## src/rtl/ntt_pkg.sv

```systemverilog
// Shared NTT constants: coefficient list size, rotation stage count and a ceil-log2 helper.
package ntt_pkg;

  function automatic int unsigned clog2(input int unsigned v);
    int unsigned r;
    r = 0;
    while ((64'(1) << r) < 64'(v)) r++;
    return r;
  endfunction

  localparam int unsigned SIZE    = 257;
  localparam int unsigned NSTAGES = clog2(SIZE);

endpackage

```

## src/rtl/mod_reduce_size.sv

```systemverilog
// Combinational reduction of a value below 3*SIZE into 0..SIZE-1 using two conditional subtractions.
module mod_reduce_size import ntt_pkg::*; #(
  parameter int unsigned SIZE = ntt_pkg::SIZE,
  localparam int unsigned IW  = clog2(3 * SIZE),
  localparam int unsigned OW  = clog2(SIZE)
) (
  input  logic [IW-1:0] x,
  output logic [OW-1:0] y_c
);

  logic [IW-1:0] s1;
  logic [IW-1:0] s2;

  always_comb begin
    s1  = (x >= IW'(SIZE)) ? x - IW'(SIZE) : x;
    s2  = (s1 >= IW'(SIZE)) ? s1 - IW'(SIZE) : s1;
    y_c = OW'(s2);
  end

endmodule

```

## src/rtl/rotation_sequencer.sv

```systemverilog
// Issues per-stage shift enables for a binary-weighted rotation datapath, tracking a running offset
// and carrying each request's effective amount down an NSTAGES-deep, globally stalled pipeline.
module rotation_sequencer import ntt_pkg::*; #(
  parameter int unsigned SIZE    = ntt_pkg::SIZE,
  parameter int unsigned NSTAGES = clog2(SIZE)
) (
  input  logic               clk,
  input  logic               rst_n,
  input  logic               in_valid,
  output logic               in_ready,
  input  logic [NSTAGES-1:0] in_amount,
  input  logic               in_mode,
  input  logic               clear_offset,
  output logic [NSTAGES-1:0] stage_shift,
  output logic               stage_load,
  output logic               out_valid,
  input  logic               out_ready,
  output logic [NSTAGES-1:0] out_amount,
  output logic [NSTAGES-1:0] offset,
  output logic               busy
);

  localparam int unsigned SW = clog2(3 * SIZE);

  logic [NSTAGES-1:0] vld_q;
  logic [NSTAGES-1:0] vld_d;
  logic [NSTAGES-1:0] amt_q [NSTAGES];
  logic [NSTAGES-1:0] base_c;
  logic [SW-1:0]      sum_c;
  logic [NSTAGES-1:0] eff_c;
  logic               advance;
  logic               accept;

  // A same-cycle clear wins over the stored offset as the relative base.
  always_comb begin
    base_c = (in_mode && !clear_offset) ? offset : '0;
    sum_c  = SW'(base_c) + SW'(in_amount);
  end

  mod_reduce_size #(.SIZE(SIZE)) u_mod_reduce (
    .x   (sum_c),
    .y_c (eff_c)
  );

  assign advance    = !out_valid || out_ready;
  assign accept     = in_valid && advance;
  assign in_ready   = advance;
  assign stage_load = advance;
  assign out_valid  = vld_q[NSTAGES-1];
  assign out_amount = amt_q[NSTAGES-1];

  always_comb begin
    vld_d    = vld_q;
    vld_d[0] = advance ? accept : vld_q[0];
    for (int k = 1; k < NSTAGES; k++) begin
      vld_d[k] = advance ? vld_q[k-1] : vld_q[k];
    end
  end

  // Each entry's shift bit is pre-selected so stage k sees bit k of the amount it holds.
  always_ff @(posedge clk or negedge rst_n) begin
    if (!rst_n) begin
      vld_q       <= '0;
      stage_shift <= '0;
      offset      <= '0;
      busy        <= 1'b0;
      for (int k = 0; k < NSTAGES; k++) amt_q[k] <= '0;
    end else begin
      vld_q <= vld_d;
      busy  <= |vld_d;
      if (advance) begin
        amt_q[0]       <= accept ? eff_c : '0;
        stage_shift[0] <= accept & eff_c[0];
        for (int k = 1; k < NSTAGES; k++) begin
          amt_q[k]       <= amt_q[k-1];
          stage_shift[k] <= vld_q[k-1] & amt_q[k-1][k];
        end
      end
      if (accept) begin
        offset <= eff_c;
      end else if (clear_offset) begin
        offset <= '0;
      end
    end
  end

endmodule

```

## config.mk

```make
export PLATFORM = sky130hd
export DESIGN_NAME = rotation_sequencer
export DESIGN_NICKNAME = d
export VERILOG_FILES = /design/src/rtl/ntt_pkg.sv /design/src/rtl/mod_reduce_size.sv /design/src/rtl/rotation_sequencer.sv
export SDC_FILE = /design/constraint.sdc
export NUM_CORES = 1
export LEC_CHECK = 0
export CAP_MARGIN = 30
export CORE_MARGIN = 1
export CORE_UTILIZATION = 45
export CTS_BUF_LIST = sky130_fd_sc_hd__clkbuf_4 sky130_fd_sc_hd__clkbuf_8
export DETAILED_ROUTE_END_ITERATION = 10
export PLACE_DENSITY = 0.72
export RECOVER_POWER = 25
export SYNTH_ARGS = -nofsm -noshare
export SYNTH_HDL_FRONTEND = slang
export SYNTH_SLANG_ARGS = --single-unit
```

## constraint.sdc

```tcl
create_clock -name clk -period 4.2 [get_ports clk]
set_clock_uncertainty 0.05 [all_clocks]
set_input_delay 0.84 -clock clk [delete_from_list [all_inputs] [get_ports clk]]
set_output_delay 0.84 -clock clk [all_outputs]
set_load 0.05 [all_outputs]
```

* Word-level counts from Yosys, hierarchy flattened
Index checks and enable logic that the tools add are counted.
** Word-level totals
- Output and inout port bits :: 31
- Register bits :: 109
** Operators by class
- Reduce and logical (&&, ||, !) cells :: 7
- Bitwise gates (word level) :: 9
- Mux-type cells :: 15
- $add $sub $neg :: 3
- Magnitude comparators :: 2
** Operators by type and width (number)
- 2-to-1 mux 9 bit :: 5
- >= comparator 10 x 9 -> 1 bit, second input constant :: 2
- adder 9 x 9 -> 10 bit :: 1
- 2-to-1 mux 10 bit :: 1
- subtractor 10 x 9 -> 10 bit, second input constant :: 1
- bitwise AND 1 bit :: 9
- 2-to-1 mux 1 bit :: 9
- OR reduction 9 bit :: 1
- subtractor 9 bit, second input constant :: 1
- logical AND 1 bit :: 2
- logical NOT 1 bit :: 2
- nonzero test 2 bit :: 1
- logical OR 1 bit :: 1

* Longest topological paths before layout
Gate-level depths: netlist of the first run.
- Depth in word-level cells :: 9
- Depth in mapped cells :: 21
- Mapped depth without buffers :: 21

* Modules after synthesis
A second synthesis of the first run with hierarchy kept.
** Unflattened totals
- Cells, all modules :: 609
- Area, all modules :: 5232.5 um^2
** Modules (own cells, without submodules)
- rotation_sequencer :: instances 1, cells an instance 507, area an instance 4529.3 um^2
- mod_reduce_size :: instances 1, cells an instance 102, area an instance 703.2 um^2

* Worst setup path after synthesis of the first run
OpenSTA, ideal clock, no wires.
- Path kind :: input to register
- Start point :: in in_mode
- End point :: reg offset[1]
- Slack :: -0.914 ns
- Stages :: 20
- Arrival time :: 4.997 ns
- Cell sequence :: nor2b_1 -> and2_1 -> ha_1 -> fa_1 -> inv_1 -> ha_1 -> and2_2 -> o21ai_1 -> nor3_2 -> a21o_2 -> nand2_1 -> a21oi_1 -> ha_1 -> o21ai_0 -> a311o_1 -> a31oi_1 -> and2_2 -> a21bo_4 -> mux2i_1 -> a22o_1
** Between the ends
- Longest elaborated chain between the ends :: 8
- Elaborated cells on any way between the ends :: 10
- Classes of those cells :: add/sub (3); order compare (2); mux (4); reduce/logical (1)
** RTL lines
- start: declaration :: RTL line rotation_sequencer.sv:12 : input logic in_mode,
- logical AND 1 bit (*) :: RTL line rotation_sequencer.sv:36 : base_c = (in_mode && !clear_offset) ? offset : '0;
- 2-to-1 mux 9 bit (*) :: RTL line rotation_sequencer.sv:36
- adder 9 x 9 -> 10 bit (*) :: RTL line rotation_sequencer.sv:37 : sum_c = SW'(base_c) + SW'(in_amount);
- subtractor 10 x 9 -> 10 bit / >= comparator 10 x 9 -> 1 bit (equally long branches) :: RTL line mod_reduce_size.sv:15 : s1 = (x >= IW'(SIZE)) ? x - IW'(SIZE) : x;
- 2-to-1 mux 10 bit (*) :: RTL line mod_reduce_size.sv:15
- subtractor 9 bit / >= comparator 10 x 9 -> 1 bit (equally long branches) :: RTL line mod_reduce_size.sv:16 : s2 = (s1 >= IW'(SIZE)) ? s1 - IW'(SIZE) : s1;
- 2-to-1 mux 9 bit (*) :: RTL line mod_reduce_size.sv:16
- 2-to-1 mux 9 bit (*) :: RTL line rotation_sequencer.sv:79 : if (accept) begin
- end signal: assignment :: RTL line rotation_sequencer.sv:65 : offset <= '0;
- end signal: assignment :: RTL line rotation_sequencer.sv:80 : offset <= eff_c;
- end signal: assignment :: RTL line rotation_sequencer.sv:82 : offset <= '0;
- end: declaration :: RTL line rotation_sequencer.sv:19 : output logic [NSTAGES-1:0] offset,
Every way passes the cells marked *; elsewhere a longest branch is shown, timed or not.
A chain may end at the register's enable or synchronous reset.

* Final worst setup path of the first run
Same ends and word-level chain as after synthesis.

==> results.sh, run 1 <==
export IMPL_dieArea_um2=12900
export IMPL_rsz0062_at_grt="yes"
export IMPL_p_total_mw=3.96
export IMPL_synth_warnings=0
export IMPL_max_freq_ghz=0.227
export IMPL_power_frac_clock_pct=16.2
export IMPL_hpwl_um=9760
export IMPL_crit_path_max_fanout=6
export IMPL_ys_seq_area_share_pct=48.1
export IMPL_drv_cap=1
export IMPL_h_tree_depth=3
export IMPL_synth_cell_types=73
export IMPL_firstDrtPassIters=5
export IMPL_grt_util_all_layers_pct=22.5
export IMPL_synth_nets=666
export IMPL_insertion_delay_ps=370
export IMPL_min_from="amt_q[36]$_DFFE_PN0N_"
export IMPL_port_buffers=45
export IMPL_die_x_um=114
export IMPL_wl_per_cell_um=14.4
export IMPL_period_share_pct=105
export IMPL_cts_tree="yes"
export IMPL_rrSetupSlack_ps=40
export IMPL_final_min_clock_period_ps=4410
export IMPL_grt_ovfl_total=0
export IMPL_hold_viol=0
export IMPL_clk_path_buf_depth=2
export IMPL_grt_pass1_vias=4891
export IMPL_violations="capacitance limit, slew limit, setup timing"
export IMPL_synth_edf_count=0
export IMPL_swShare_pct=40.0
export IMPL_grt_max_degree=98
export IMPL_drv_slew=73
export IMPL_tightest_slew_ps=1760
export IMPL_cp_arrival_ps=4670
export IMPL_drc_errors=0
export IMPL_async_flop_share_pct=100
export IMPL_cts_hold_fix_buffers=0
export IMPL_via_per_inst=5.08
export IMPL_synth_area_um2=5620
export IMPL_cts_buffers_inserted=9
export IMPL_ant_nets=0
export IMPL_worstSetupPathType="in -> reg"
export IMPL_pwr_share_comb_pct=43.1
export IMPL_ioPinCount=46
export IMPL_setup_tns_ps=-2730
export IMPL_fin_ws_ps=-214
export IMPL_finalNetCount=796
export IMPL_r2r_end="offset[1]$_DFFE_PN0P_"
export IMPL_yosysTopAreaCell="dfrtp_1"
export IMPL_cp_required_ps=4450
export IMPL_pwr_share_seq_pct=40.6
export IMPL_vias=4771
export IMPL_slew_headroom_pct=-17.1
export IMPL_n_antenna_cell=0
export IMPL_outcome="complete, but fails checks"
export IMPL_syn_area_per_cell_um2=8.82
export IMPL_areaGrowthSynthToFinish_pct=30.8
export IMPL_grt_pass1_wl_um=23000
export IMPL_yosysTopAreaCellShare_pct=48.1
export IMPL_clkTransAtPathRegs_ps=80
export IMPL_clockRootBuffer="clkbuf_8"
export IMPL_antenna_found_initial=0
export IMPL_synthTopCellsByArea="dfrtp_1, nand2_1, ha_1"
export IMPL_ys_flop_type="dfrtp_1"
export IMPL_ir_worst_vdd_mv=0.362
export IMPL_worstRegToRegCells=20
export IMPL_fp_coreArea_um2=12100
export IMPL_finalWirelength_um=13500
export IMPL_setup_viol=18
export IMPL_rows=40
export IMPL_cts_sinks=108
export IMPL_reg2reg_from="offset[0]$_DFFE_PN0P_"
export IMPL_startpoint_type="input port"
export IMPL_layout_drive_gt1_share_pct=25.9
export IMPL_synthCells=637
export IMPL_start_util_pct=46.4
export IMPL_drtIter0Drc=288
export IMPL_synth_seq_cells=108
export IMPL_p_int_mw=2.38
export IMPL_endpoint_kind="register"
export IMPL_hold_path_depth=2
export IMPL_p_sw_mw=1.59
export IMPL_p_per_area_nw_per_um2=540
export IMPL_holdPathEnd="amt_q[36]$_DFFE_PN0N_"
export IMPL_hp_class="reg -> reg"
export IMPL_die_y_um=114
export IMPL_place_congestion=0.880
export IMPL_leakage_nw=3.77
## repair_timing
item                       4_1_cts  5_1_grt
resized for setup               26       13
setup endpoints to repair       18       18
pin swaps                       16        9
setup buffers                    7        5
## layout by cell type (no fill, tap or decap), types with 5 or more instances in the layout
cell type,synthesis,routed
a21o_1,15,15
o21ai_2,2,5
o21ai_1,9,6
buf_4,12,112
ha_1,13,8
nand2_1,288,287
dfrtp_1,108,108
clkdlybuf4s50_1,0,38
and2_1,12,11
nor3_1,7,7
a21oi_2,2,5
clkbuf_8,1,10
nor2_1,6,5
nand3_1,18,16
a21oi_1,15,11
## critical path: stages
cell and delay [ps]:
buf_6 90, nor2b_4 130, and2_4 140, ha_4 160, fa_2 360, a21o_1 230
a221oi_4 300, buf_4 170, o21ai_4 70, xnor2_2 180, a21o_4 150, nand2_8 70
xnor2_2 150, inv_1 80, ha_2 190, o21ai_2 60, a311o_1 310, a31oi_4 210
and2_4 210, a21bo_4 150, mux2i_2 240, a22o_1 160
## per-stage QoR
step	std cells	cell area (um^2)	hold slack [ps]	worst slack [ps]	utilization [%]
CTS	936	7230	427	-151	59.7
finish	940	7340	423	-214	60.6
detailed placement	913	6890	405	-1020	56.9
floorplan	637	5710	389	-499	-
global route	940	7340	443	-330	60.6
global placement	913	6890	399	-824	56.9
## sequential cells by signal, indices dropped and copies added (netlist names)
register and count:
busy 1, out_amount 9, amt_q 71, vld_q 9
offset 9, stage_shift 9
## synth_stat cells, drive strengths merged (2+ instances only)
| cell type | count |
|---|---|
| nand3b | 3 |
| a2111oi | 3 |
| a221oi | 3 |
| o311ai | 3 |
| buf | 18 |
| and3 | 2 |
| mux2i | 5 |
| nand4 | 3 |
| or3 | 2 |
| a21oi | 17 |
| nor3 | 10 |
| clkbuf | 20 |
| nand2 | 288 |
| a22o | 3 |
| o211ai | 4 |
| a21bo | 2 |
| or2 | 2 |
| a31oi | 3 |
| a211oi | 8 |
| o21ai | 16 |
| ha | 13 |
| nand2b | 2 |
| xnor2 | 8 |
| nor4 | 4 |
| nand3 | 18 |
| a21o | 17 |
| xor2 | 2 |
| a211o | 2 |
| and2 | 14 |
| nor2b | 3 |
| dfrtp | 108 |
| a21boi | 2 |
| inv | 5 |
| nor2 | 7 |
## how the worst max path moves through the flow
stage	start	endpoint	slack (ps)	cells past startpoint
after global placement	clear_offset	amt_q[78]$_DFFE_PN0N_	-820	21
after CTS	in_mode	offset[1]$_DFFE_PN0P_	-150	22
final	in_mode	offset[1]$_DFFE_PN0P_	-210	22
after detailed placement	clear_offset	offset[6]$_DFFE_PN0P_	-1020	21
after global routing	in_mode	offset[1]$_DFFE_PN0P_	-330	22
after floorplan	in_mode	offset[6]$_DFFE_PN0P_	-500	21
## cells by family (layout without fill, tap and decap cells)
group / after synthesis / in the layout / synth area share, %
AND/OR/NAND/NOR: 360 / 360 / 27.3
flip-flops: 108 / 108 / 48.1
AO/OA/AOI/OAI: 95 / 95 / 13.9
buffers and inverters: 45 / 180 / 4.83
adder cells (fa/ha/maj): 14 / 14 / 3.25
XOR/XNOR: 10 / 10 / 1.69
multiplexers: 5 / 5 / 0.891
## per-layer routing
layer / share of wire (%) / global-route usage, %
met3: 4.2 / 4.62
met1: 46 / 29.8
met4: 2.0 / 7.11
met5: 0 / 0
met2: 47 / 37.2
## layout make-up
cell class                      instances  area (um^2)
Sequential cell                       108         2700
Clock buffer                           13          160
Clock inverter                          3         46.3
Timing Repair Buffer                  158         1290
Multi-Input combinational cell        484         2910
Tap cell                              168          210
Inverter                                6         22.5
Fill cell                            1070         4770
## power by group through the flow
stage                     Clock (mW)  Sequential [mW]  Combinational (mW)
after floorplan                    0             1.73               0.974
after global placement             0             1.62                1.60
after detailed placement           0             1.63                1.63
after CTS                      0.669             1.61                1.68
after global routing           0.706             1.65                1.88
final                          0.643             1.61                1.71
No activity file was read; power rests on OpenSTA's default activity.
==> run 2: changes to the inputs <==
Settings changed: CAP_MARGIN 30 to not set.
==> results of run 2 <==
Same layout as run 1: the final DEF is identical, and so are final timing and power.
